[config.mk]
export PLATFORM = sky130hd
export DESIGN_NAME = register_file
export DESIGN_NICKNAME = d
export VERILOG_FILES = /design/src/rtl/register_file.sv
export SDC_FILE = /design/constraint.sdc
export NUM_CORES = 1
export LEC_CHECK = 0
export BUFFER_PORTS_ARGS = -buffer_cell sky130_fd_sc_hd__buf_2
export CAP_MARGIN = 20
export CORE_MARGIN = 3
export CORE_UTILIZATION = 35
export DETAILED_ROUTE_END_ITERATION = 12
export HOLD_SLACK_MARGIN = 0.1
export MAX_ROUTING_LAYER = met4
export PLACE_DENSITY = 0.6
export SLEW_MARGIN = 20
export SYNTH_ARGS = -nofsm -noshare
export SYNTH_HDL_FRONTEND = slang
export SYNTH_SLANG_ARGS = --single-unit
[constraint.sdc]
create_clock -name clk -period 1.9 [get_ports clk]
set_input_delay 0.38 -clock clk [delete_from_list [all_inputs] [get_ports clk]]
set_output_delay 0.38 -clock clk [all_outputs]
set_load 0.02 [all_outputs]
[src/rtl/register_file.sv]
// -----------------------------------------------------------------------------
// register_file
//   General-purpose register file for a single-cycle RV32 core.
//   2**ADDR_WIDTH entries of DATA_WIDTH bits, one synchronous write port and
//   one combinational (zero-latency) read port. With ZERO_REG=1 entry 0 is
//   hardwired to zero (RISC-V x0): writes to it are dropped and reads return 0.
//
// Ports
//   clk    in   1           clock; writes occur on the rising edge
//   rst    in   1           asynchronous active-low reset; clears every entry
//   wen    in   1           write enable, sampled at posedge clk
//   waddr  in   ADDR_WIDTH  write address
//   wdata  in   DATA_WIDTH  write data
//   raddr  in   ADDR_WIDTH  read address
//   rdata  out  DATA_WIDTH  read data, combinational from raddr and contents
// -----------------------------------------------------------------------------
module register_file #(
    parameter int ADDR_WIDTH = 5,
    parameter int DATA_WIDTH = 32,
    parameter bit ZERO_REG   = 1'b1
) (
    input  logic                  clk,
    input  logic                  rst,
    input  logic                  wen,
    input  logic [ADDR_WIDTH-1:0] waddr,
    input  logic [DATA_WIDTH-1:0] wdata,
    input  logic [ADDR_WIDTH-1:0] raddr,
    output logic [DATA_WIDTH-1:0] rdata
);

    localparam int DEPTH = 1 << ADDR_WIDTH;

    logic [DATA_WIDTH-1:0] mem_q [DEPTH];
    logic                  wr_allow;
    logic                  rd_zero;

    // Writes to entry 0 are suppressed when it models x0.
    assign wr_allow = !(ZERO_REG && (waddr == '0));
    assign rd_zero  = ZERO_REG && (raddr == '0);

    // The explicit if (wen) keeps an X on wen from spilling into the array.
    always_ff @(posedge clk or negedge rst) begin
        if (!rst) begin
            for (int i = 0; i < DEPTH; i++) begin
                mem_q[i] <= '0;
            end
        end else if (wen) begin
            if (wr_allow) begin
                mem_q[waddr] <= wdata;
            end
        end
    end

    // No write-to-read bypass: a same-address write shows up after the edge.
    assign rdata = rd_zero ? '0 : mem_q[raddr];

endmodule

==> run summary <==
Core ar. = 131,000 um2
post-synthesis cell type count = 36
Startpoint Class = flop
fillers = 11,500
pwr dens = 1080 nW/um2
YS warnings = 0
critical-path cell list = mux4_2 > mux2_4 > o21ai_2 > a311oi_2 > buf_4 > buf_6
Slew @ Worst Pin = 0.790 ns
Nets = 3,181
Core Util, Final = 0.431
Rel. slew slack = 0.472
Placer Congestion = 0.774
layout cells sized above 1 = 0.609
post-detail-place hpwl = 86,900 um
Crit Path Max Fanout = 2
max-slew violation count = 0
fin crit period = 2.77 ns
clock root buffer = clkbuf_16
Internal = 45.8 mW
Tightest Hold Check Type = primary input to flop
Post-Place Cells = 4,767
Combinational Power Share = 0.163
first-pass GRT wire length = 203,000 um
WS Path Type = flop to primary output
Pre-antenna DRT Iters = 5
MaxCap Viol Count = 0
antenna viol nets, final = 0
status = finished with violations
post-synthesis register bit count = 1,024
DIE AREA = 137,000 um2
buffers and inverters on the worst path = 2
sequential share of power = 0.459
CP max stage delay = 0.48 ns
Finished Layout Cells = 4,971
Clock power frac = 0.378
initial antenna violation count = 7
total congestion overflow = 0
syn_area_per_cell = 15.7 um2
most frequent cells in the layout = dfrtp_1, mux2_2, mux4_2, buf_4, buf_12
failing checks = negative setup slack
port bufs = 76
CP delay by family, top = multiplexers
clock transition at the registers of the reported paths = 0.06 ns
fmax = 362 MHz
number of flip-flops in the largest register = 1,024
final instance area = 56,300 um2
synthesized net count = 2,994
FF/Latch Area = 25,600 um2
Die X = 370 um
Avg WL per Cell = 27.3 um
GRT Total Usage = 0.206
WP data required = 1.52 ns
cts bufs inserted = 109
Sw Share = 0.246
mapped cell area = 46,400 um2
critical path's slowest cell = mux4_2
CP Data Arrival Time = 2.39 ns
fin worst setup slack = -0.866 ns
row cnt = 132
Die Y = 370 um
Clock Path Buffers = 3
CTS tree = yes
vias in the first global route = 28,600
Sink Count = 1,024
peak supply drop = 0.690 mV
Synth Instances = 2,949
CP Capture Type = primary output
leakage power = 25.0 nW
Initial Util = 0.355
Area after DPL = 51,900 um2
final wirelength = 136,000 um
H-tree levels = 3
sequential share of the synthesized area = 0.552
Hold Fails Final Rpt = 0
largest net degree at the start of global routing = 71
Regs by FF count = mem_q (1024)
Clock Latency Late Sink = 0.70 ns
Area growth syn-to-layout = 21.4%
Fin Hold WS = 0.298 ns
dpl ws = -0.884 ns
most common cell after layout, fill and taps aside = dfrtp_1
Largest Register = mem_q
initial drt markers = 2,009
NetSw = 15.0 mW
RSZ-0062 raised after global routing = true
DR DRC count = 0
area of the multi-input gates = 20,000 um2
detailed-route via count = 26,900
clk_skew = 0 ns
io pins = 77
period utilization = 1.46
via/cell ratio = 5.42
# setup viols final = 32
## logic make-up (layout without fill, tap and decap cells)
| kind of cell | count (synthesis) | after routing | share of synthesized area |
|---|---|---|---|
| AOI/OAI and AO/OA | 183 | 183 | 0.0285 |
| buffers and inverters | 323 | 598 | 0.0361 |
| DFF | 1024 | 1024 | 0.552 |
| muxes | 1312 | 1312 | 0.371 |
| other | 0 | 5 | 0 |
| and+or+nand+nor | 107 | 107 | 0.0125 |
## what timing repair did
action | 4_1_cts | 5_1_grt
hold endpoints to repair | 563 | 0
gates cloned | 1 | 0
setup endpoints to repair | 32 | 32
buffers inserted | 3 | 1
gates resized for setup | 117 | 23
pin swaps | 33 | 10
hold buffers | 3 | 0
## final timing paths
kind | from | end | slack (ns) | cells past startpoint
min | wdata[21] | mem_q[853] | 0.30 | 2
max reg2reg | mem_q[628] | mem_q[628] | 1.01 | 2
min in group asynchronous | rst | mem_q[517] | 0.66 | 3
min reg2reg | mem_q[1003] | mem_q[1003] | 0.37 | 0
max | mem_q[560] | rdata[16] | -0.87 | 6
max in group asynchronous | rst | mem_q[549] | 0.20 | 4
## metal layers
layer / wire length, um / global-route usage
met1: 63500 / 0.286
met2: 64000 / 0.320
met3: 5320 / 0.0287
met4: 2740 / 0.0469
met5: 0 / -
## stage by stage
step | setup TNS [ns] | power [mW]
2_1_floorplan | -6.63 | 34.6
3_3_place_gp | -95.55 | 37.5
3_5_place_dp | -104.41 | 37.9
4_1_cts | -26.17 | 61.3
5_1_grt | -26.62 | 63.4
6_report | -24.01 | 60.8
## cell usage after synthesis (all sizes together)
cell | count | area (um2)
mux4 | 224 | 5040
a22oi | 32 | 240
mux2 | 1024 | 11500
nor3 | 1 | 5.00
buf | 172 | 1100
mux2i | 64 | 641
and3b | 1 | 8.76
and2 | 1 | 6.26
nor3b | 4 | 30.0
nor2b | 33 | 206
nor2 | 20 | 100
or2 | 2 | 12.5
dfrtp | 1024 | 25600
clkbuf | 150 | 573
o21ai | 55 | 275
nand3 | 2 | 10.0
or3b | 1 | 11.3
nand3b | 4 | 30.0
a311oi | 32 | 280
o2111ai | 9 | 78.8
a221oi | 23 | 208
nand2b | 1 | 6.26
a211oi | 32 | 240
or4 | 1 | 11.3
and2b | 1 | 10.0
inv | 1 | 3.75
and3 | 1 | 6.26
nand2 | 34 | 128
## area by class of cell
type,instances,area share
Clock inverter,50,0.0130
Timing Repair Buffer,398,0.0818
Sequential cell,1024,0.455
Inverter,1,0.000111
Multi-Input combinational cell,1602,0.356
Antenna cell,5,0.000222
Clock buffer,149,0.0557
Tap cell,1742,0.0387
## power by group through the flow
| stage | logic (mW) | registers [mW] | clock network [mW] |
|---|---|---|---|
| finish | 9.93 | 27.9 | 23.0 |
| global route | 10.7 | 28.4 | 24.3 |
| CTS | 9.97 | 27.9 | 23.4 |
| detailed placement | 9.64 | 28.2 | 0 |
| global placement | 9.42 | 28.1 | 0 |
| floorplan | 7.10 | 27.5 | 0 |
No activity file was read; power rests on OpenSTA's default activity.
